==> config.mk <==
export PLATFORM = sky130hd
export DESIGN_NAME = serial_tx_fifo
export DESIGN_NICKNAME = d
export VERILOG_FILES = /design/src/rtl/serial_pkg.sv /design/src/rtl/serial_fifo.sv /design/src/rtl/serial_tx_fifo.sv
export SDC_FILE = /design/constraint.sdc
export NUM_CORES = 1
export LEC_CHECK = 0
export ABC_AREA = 1
export CAP_MARGIN = 10
export CELL_PAD_IN_SITES_DETAIL_PLACEMENT = 1
export CELL_PAD_IN_SITES_GLOBAL_PLACEMENT = 1
export CORE_MARGIN = 4
export CORE_UTILIZATION = 30
export CTS_BUF_LIST = sky130_fd_sc_hd__clkbuf_8
export DETAILED_ROUTE_END_ITERATION = 10
export PLACE_DENSITY = 0.51
export RECOVER_POWER = 25
export SLEW_MARGIN = 20
export SYNTH_ARGS = -nofsm -noshare
export SYNTH_HDL_FRONTEND = slang
export SYNTH_HIERARCHICAL = 1
export SYNTH_SLANG_ARGS = --single-unit
==> constraint.sdc <==
create_clock -name fpga_clock -period 8.7 [get_ports fpga_clock]
set_clock_uncertainty 0.2 [all_clocks]
set_input_delay 0.87 -clock fpga_clock [delete_from_list [all_inputs] [get_ports fpga_clock]]
set_output_delay 0.87 -clock fpga_clock [all_outputs]
set_load 0.01 [all_outputs]
==> src/rtl/serial_pkg.sv <==
// Shared constants, FSM state type and frame-size helper for serial_tx_fifo.
// The BREAK state exists only when SERIAL_TX_BREAK_EN is defined.
package serial_pkg;

    localparam int PAR_NONE = 0;
    localparam int PAR_ODD  = 1;
    localparam int PAR_EVEN = 2;

    typedef enum logic [2:0] {
        ST_IDLE,
        ST_START,
        ST_DATA,
        ST_PARITY,
        ST_STOP
`ifdef SERIAL_TX_BREAK_EN
        ,
        ST_BREAK
`endif
    } state_e;

    // Bit periods in one frame: start + data + optional parity + stop bits.
    function automatic int frame_bits(input int data_bits, input int parity, input int stop_bits);
        return 1 + data_bits + ((parity != PAR_NONE) ? 1 : 0) + stop_bits;
    endfunction

endpackage

==> src/rtl/serial_fifo.sv <==
// Synchronous single-clock FIFO with occupancy count and a registered overflow pulse.
module serial_fifo #(
    parameter int WIDTH = 8,
    parameter int DEPTH = 16
) (
    input  logic                     clk,
    input  logic                     reset,
    input  logic                     wr_en,
    input  logic [WIDTH-1:0]         wr_data,
    input  logic                     rd_en,
    output logic [WIDTH-1:0]         rd_data,
    output logic                     full,
    output logic                     empty,
    output logic [$clog2(DEPTH):0]   level,
    output logic                     overflow
);

    localparam int AW = $clog2(DEPTH);

    logic [AW-1:0]    wr_ptr_q, wr_ptr_d;
    logic [AW-1:0]    rd_ptr_q, rd_ptr_d;
    logic [AW:0]      count_q, count_d;
    logic             overflow_q, overflow_d;
    logic             push, pop;
    logic [WIDTH-1:0] mem [DEPTH];

    assign full     = (count_q == (AW+1)'(DEPTH));
    assign empty    = (count_q == '0);
    assign level    = count_q;
    assign overflow = overflow_q;
    assign rd_data  = mem[rd_ptr_q];

    // A write into a full FIFO is dropped even when a pop frees a slot on the same edge.
    always_comb begin
        push       = wr_en && !full;
        pop        = rd_en && !empty;
        overflow_d = wr_en && full;
        wr_ptr_d   = wr_ptr_q + AW'(push);
        rd_ptr_d   = rd_ptr_q + AW'(pop);
        count_d    = count_q + (AW+1)'(push) - (AW+1)'(pop);
    end

    always_ff @(posedge clk) begin
        if (reset) begin
            wr_ptr_q   <= '0;
            rd_ptr_q   <= '0;
            count_q    <= '0;
            overflow_q <= 1'b0;
        end else begin
            wr_ptr_q   <= wr_ptr_d;
            rd_ptr_q   <= rd_ptr_d;
            count_q    <= count_d;
            overflow_q <= overflow_d;
        end
    end

    always_ff @(posedge clk) begin
        if (push) begin
            mem[wr_ptr_q] <= wr_data;
        end
    end

endmodule

==> src/rtl/serial_tx_fifo.sv <==
// Parametrised UART transmitter fed by a FIFO; frames go back-to-back while words are queued.
// Optional line-break generator enabled by defining SERIAL_TX_BREAK_EN.
module serial_tx_fifo
    import serial_pkg::*;
#(
    parameter int CLKS_PER_BIT = 5208,
    parameter int DATA_BITS    = 8,
    parameter int PARITY       = 0,
    parameter int STOP_BITS    = 1,
    parameter int FIFO_DEPTH   = 16
) (
    input  logic                          fpga_clock,
    input  logic                          reset,
`ifdef SERIAL_TX_BREAK_EN
    input  logic                          send_break,
`endif
    input  logic                          wr_en,
    input  logic [DATA_BITS-1:0]          wr_data,
    output logic                          full,
    output logic                          empty,
    output logic [$clog2(FIFO_DEPTH):0]   level,
    output logic                          overflow,
    output logic                          busy,
    output logic                          done,
    output logic                          tx
);

    localparam int CNT_W = $clog2(CLKS_PER_BIT);
    localparam int IDX_W = 4;
    localparam logic [CNT_W-1:0] LAST_CNT  = CNT_W'(CLKS_PER_BIT - 1);
    localparam logic [IDX_W-1:0] LAST_DATA = IDX_W'(DATA_BITS - 1);
    localparam logic [IDX_W-1:0] LAST_STOP = IDX_W'(STOP_BITS - 1);
    localparam logic             ODD_MODE  = (PARITY == PAR_ODD);

`ifdef SERIAL_TX_BREAK_EN
    localparam int BRK_LOW   = 2 * frame_bits(DATA_BITS, PARITY, STOP_BITS) * CLKS_PER_BIT;
    localparam int BRK_TOTAL = BRK_LOW + CLKS_PER_BIT;
    localparam int BRK_W     = $clog2(BRK_TOTAL);

    logic [BRK_W-1:0] brk_cnt_q, brk_cnt_d;
`endif

    state_e               state_q, state_d;
    logic [CNT_W-1:0]     cnt_q, cnt_d;
    logic [IDX_W-1:0]     idx_q, idx_d;
    logic [DATA_BITS-1:0] shift_q, shift_d;
    logic                 par_q, par_d;
    logic                 tx_q, tx_d;
    logic                 load;
    logic                 bit_end;
    logic                 last_stop;
    logic [DATA_BITS-1:0] fifo_rd_data;

    serial_fifo #(
        .WIDTH (DATA_BITS),
        .DEPTH (FIFO_DEPTH)
    ) u_fifo (
        .clk      (fpga_clock),
        .reset    (reset),
        .wr_en    (wr_en),
        .wr_data  (wr_data),
        .rd_en    (load),
        .rd_data  (fifo_rd_data),
        .full     (full),
        .empty    (empty),
        .level    (level),
        .overflow (overflow)
    );

    assign bit_end   = (cnt_q == LAST_CNT);
    assign last_stop = (idx_q == LAST_STOP);
    assign busy      = (state_q != ST_IDLE);
    assign done      = (state_q == ST_STOP) && bit_end && last_stop;
    assign tx        = tx_q;

    // tx_d is the line level for the state being entered, so tx changes on the same edge as the state.
    always_comb begin
        state_d = state_q;
        cnt_d   = bit_end ? '0 : cnt_q + CNT_W'(1);
        idx_d   = idx_q;
        shift_d = shift_q;
        par_d   = par_q;
        tx_d    = tx_q;
        load    = 1'b0;
`ifdef SERIAL_TX_BREAK_EN
        brk_cnt_d = brk_cnt_q;
`endif
        unique case (state_q)
            ST_IDLE: begin
                cnt_d = '0;
`ifdef SERIAL_TX_BREAK_EN
                if (send_break) begin
                    state_d   = ST_BREAK;
                    tx_d      = 1'b0;
                    brk_cnt_d = '0;
                end else
`endif
                if (!empty) begin
                    load = 1'b1;
                end
            end
            ST_START: begin
                if (bit_end) begin
                    state_d = ST_DATA;
                    idx_d   = '0;
                    tx_d    = shift_q[0];
                    shift_d = shift_q >> 1;
                end
            end
            ST_DATA: begin
                if (bit_end) begin
                    if (idx_q != LAST_DATA) begin
                        idx_d   = idx_q + IDX_W'(1);
                        tx_d    = shift_q[0];
                        shift_d = shift_q >> 1;
                    end else if (PARITY != PAR_NONE) begin
                        state_d = ST_PARITY;
                        tx_d    = par_q;
                    end else begin
                        state_d = ST_STOP;
                        idx_d   = '0;
                        tx_d    = 1'b1;
                    end
                end
            end
            ST_PARITY: begin
                if (bit_end) begin
                    state_d = ST_STOP;
                    idx_d   = '0;
                    tx_d    = 1'b1;
                end
            end
            ST_STOP: begin
                if (bit_end) begin
                    if (!last_stop) begin
                        idx_d = idx_q + IDX_W'(1);
                    end else if (!empty) begin
                        load = 1'b1;
                    end else begin
                        state_d = ST_IDLE;
                        tx_d    = 1'b1;
                    end
                end
            end
`ifdef SERIAL_TX_BREAK_EN
            ST_BREAK: begin
                cnt_d = '0;
                if (brk_cnt_q == BRK_W'(BRK_TOTAL - 1)) begin
                    state_d = ST_IDLE;
                    tx_d    = 1'b1;
                end else begin
                    brk_cnt_d = brk_cnt_q + BRK_W'(1);
                    tx_d      = (brk_cnt_q >= BRK_W'(BRK_LOW - 1));
                end
            end
`endif
            default: begin
                state_d = ST_IDLE;
                cnt_d   = '0;
                tx_d    = 1'b1;
            end
        endcase

        // Popping the head starts a frame immediately, both from idle and at the end of a stop bit.
        if (load) begin
            state_d = ST_START;
            cnt_d   = '0;
            shift_d = fifo_rd_data;
            par_d   = (^fifo_rd_data) ^ ODD_MODE;
            tx_d    = 1'b0;
        end
    end

    always_ff @(posedge fpga_clock) begin
        if (reset) begin
            state_q <= ST_IDLE;
            cnt_q   <= '0;
            idx_q   <= '0;
            tx_q    <= 1'b1;
        end else begin
            state_q <= state_d;
            cnt_q   <= cnt_d;
            idx_q   <= idx_d;
            tx_q    <= tx_d;
        end
    end

`ifdef SERIAL_TX_BREAK_EN
    always_ff @(posedge fpga_clock) begin
        if (reset) begin
            brk_cnt_q <= '0;
        end else begin
            brk_cnt_q <= brk_cnt_d;
        end
    end
`endif

    always_ff @(posedge fpga_clock) begin
        shift_q <= shift_d;
        par_q   <= par_d;
    end

endmodule
==> flow_summary_export.csv <==
group,metric,value,unit
setup_path,crit_arrival,3.55,ns
logic_synthesis,yosys_warnings,6,
floorplanning,start_util,30.5,%
timing,timing.final.crit_share,38.6,%
clock_network,clock-sinks,171,
global_routing,grt_pass1_wl,31400,um
route,wirelength,20100,um
setup_path,cp_slowest_cell,"fa_1",
setup_path,path_buf_inv,7,
timing,fmax,298,MHz
clock_network,post_cts_buffers,0,
setup_path,rrSetupSlack,5.34,ns
finish,nets,891,
power,p_leak,3.62,nW
logic_synthesis,syn_inst,849,
floorplanning,die_x,171,um
clock_network,clockRootBuffer,"clkbuf_8",
setup_path,start_kind,"flop",
global_routing,antenna_found_initial,0,
power,power.density,256,nW/um^2
route,vias_per_cell,4.52,
setup_path,crit_chain,"inv_1 -> ha_1 -> nand3_1 -> nor2_1 -> inv_1 -> nand2_4 -> clkinv_1 -> o21ai_0 -> inv_1 -> ha_1 -> inv_1 -> ha_1 -> inv_1 -> fa_1 -> inv_1 -> nand2_1 -> nand2_1 -> a21oi_1 -> nand2_1 -> nand2_1 -> nor2_1",
clock_network,clk_latency,0.45,ns
logic_synthesis,ys_ff_latch,171,
setup_path,critical_path_class,"reg -> reg",
timing,slew_headroom,39.2,%
finish,multi_input_area,2390,sq um
logic_synthesis,synth_top_area_share,51.3,%
timing,rsz0062_at_grt,"no",
floorplanning,fp-row-count,59,
logic_synthesis,yosys-top-cells-area,"edfxtp_1 (51%), nand2_1 (11%), dfxtp_1 (8.8%), nand3_1 (7.3%), inv_1 (6.8%)",
clock_network,cts_inserted_buffers,17,
timing,setup_tns,0,ns
logic_synthesis,ys.flop_type,"edfxtp_1",
global_routing,grt_start_max_net_pins,48,
logic_synthesis,async_reset_ff_share,0,%
logic_synthesis,yosysMostFrequentCell,"nand2_1",
setup_path,end_kind,"flop",
finish,drive_gt1_share,7.76,%
setup_path,cp_max_fo,13,
logic_synthesis,syn_avg_cell_area,9.37,sq um
route,antenna_left,0,
placement,dp_hpwl,12800,um
setup_path,cp_data_required_time,8.89,ns
placement,place.port_buffers,21,
timing,report.final.slew_viol_count,0,
setup_path,cpPeakStageDelay,0.39,ns
floorplanning,dieHeight,171,um
finish,finalNonFillerCells,1211,
route,first_pass_iters,4,
timing,worst_pin_slew,0.909,ns
placement,gp_congestion,0.742,
clock_network,cts_tree,"built",
route,remaining_drc_errors,0,
logic_synthesis,synth_cell_types,32,
status,status,"finished clean",
timing,hold_viol,0,
setup_path,startpoint,"u_fifo/level[3]",
global_routing,grt_use_total,14.3,%
clock_network,clock_path_buffers,2,
timing,setup_viol,0,
power,peakVddDrop,0.142,mV
finish,antenna_cells,0,
clock_network,cts_htree_levels,4,
setup_path,cp_top_family,"adder cells",
worst_hold_path,min-delay-start,"cnt_q[0]",
route,vias,5477,
logic_synthesis,synth_edf_count,136,
clock_network,clk_pin_slew,0.09,ns
route,drtIter0Drc,224,
clock_network,ctsResizeCount,0,
logic_synthesis,synth_area,7950,sq um
worst_hold_path,hold_class,"reg -> reg",
timing,period_needed,3.36,ns
route,wl_per_cell,16.6,um
global_routing,grt_pass1_vias,5531,
global_routing,gr-total-overflow,0,
logic_synthesis,syn_nets,874,
logic_synthesis,synth_top_cell_by_area,"edfxtp_1",
setup_path,path_common_cell,"inv_1",
setup_path,r2r_start,"u_fifo/level[3]",
finish,n_fill_cell,3035,
finish,register_area,4790,sq um
finish,area_growth,10.6,%
clock_network,hold_buffers,0,
floorplanning,ioPinCount,22,
job,maxCapViolations,0,
placement,dp_cells,1182,
logic_synthesis,synth_commonest_cells,"nand2_1 (242), inv_1 (145), edfxtp_1 (136)",
logic_synthesis,synth.yosys.seq_area_share,60.2,%
floorplanning,die-area,29200,sq um
floorplanning,core_area,26100,sq um
==> metrics by stage <==
step                cell area [sq um]  setup slack [ns]  power (mW)  hold WS, ns  utilization [%]
finish                           8790              5.34        2.25        0.283             33.7
global route                     8790              4.93        2.42        0.314             33.7
CTS                              8790              5.30        2.30        0.292             33.7
detailed placement               8410              5.32        1.72        0.268             32.3
global placement                 8410              5.42        1.72        0.256             32.3
floorplan                        7950              5.70        1.50        0.239                -
==> worst paths after layout <==
check,to,cells past startpoint
max,u_fifo/level[4],21
min,cnt_q[0],1
max reg2reg,u_fifo/level[4],21
min reg2reg,cnt_q[0],1
==> cells in the final DEF, fill, tap and decap left out, drive strengths merged <==
cell           Yosys  routed
a21oi             17      17
clkinvlp           0       3
dfxtp             35      35
clkbuf             1      17
nor2              67      67
nor3               9       9
o21ai             10      10
a21boi             1       1
nand3b             1       1
nand4              3       3
fa                 1       1
ha                13      13
clkdlybuf4s50      0      14
xnor2              2       2
edfxtp           136     136
and2               1       1
inv              150     153
buf               26       4
clkinv             2       5
xor2               7       7
nand2            248     248
dlygate4sd3        0       7
nand3            118     118
bufinv             0       3
or2                1       1
==> worst register-to-register path, stage by stage (launching register included) <==
cell,delay (ns)
dfxtp_1,0.34
inv_1,0.09
ha_1,0.17
nand3_1,0.10
nor2_1,0.22
inv_1,0.14
nand2_4,0.19
clkinv_1,0.25
o21ai_0,0.14
inv_1,0.08
ha_1,0.29
inv_1,0.06
ha_1,0.15
inv_1,0.05
fa_1,0.39
inv_1,0.07
nand2_1,0.06
nand2_1,0.06
a21oi_1,0.07
nand2_1,0.06
nand2_1,0.05
nor2_1,0.08
==> routing by layer <==
metal / global-route usage, % / up-vias / routed length [um]
met5: 0 / - / 0
met4: 4.51 / 0 / 385
met3: 2.47 / 21 / 416
met2: 24.4 / 57 / 9790
met1: 18.6 / 2666 / 9480
li1: - / 2733 / -
==> cell families after synthesis <==
logic type               share of synthesized area (%)
buffers and inverters                             9.75
adder cells (fa/ha/maj)                           2.30
AO/OA/AOI/OAI                                     1.98
AND/OR/NAND/NOR                                   24.8
XOR/XNOR                                         0.991
flip-flops                                        60.2
==> where the power goes <==
group	switching, mW	leakage, nW	internal [mW]
Clock	0.291	0.191	0.279
Sequential	0.0383	1.52	0.961
Combinational	0.466	1.91	0.215
==> final cells by class <==
| class | instances | share of cell area, % |
|---|---|---|
| multi-input combinational | 499 | 27.2 |
| clock inverter | 12 | 1.71 |
| clock buffer | 17 | 2.66 |
| inverter | 152 | 6.49 |
| sequential | 171 | 54.4 |
| timing repair buffer | 25 | 2.73 |
| tap | 335 | 4.77 |
==> flip-flops by register name, indices dropped and copies added (netlist names) <==
register         cells
u_fifo/overflow      1
u_fifo/mem         128
tx                   1
shift_q              8
u_fifo/level         5
u_fifo/wr_ptr_q      4
idx_q                4
cnt_q               13
u_fifo/rd_ptr_q      4
state_q              3
(Power assumes the default switching activity.)
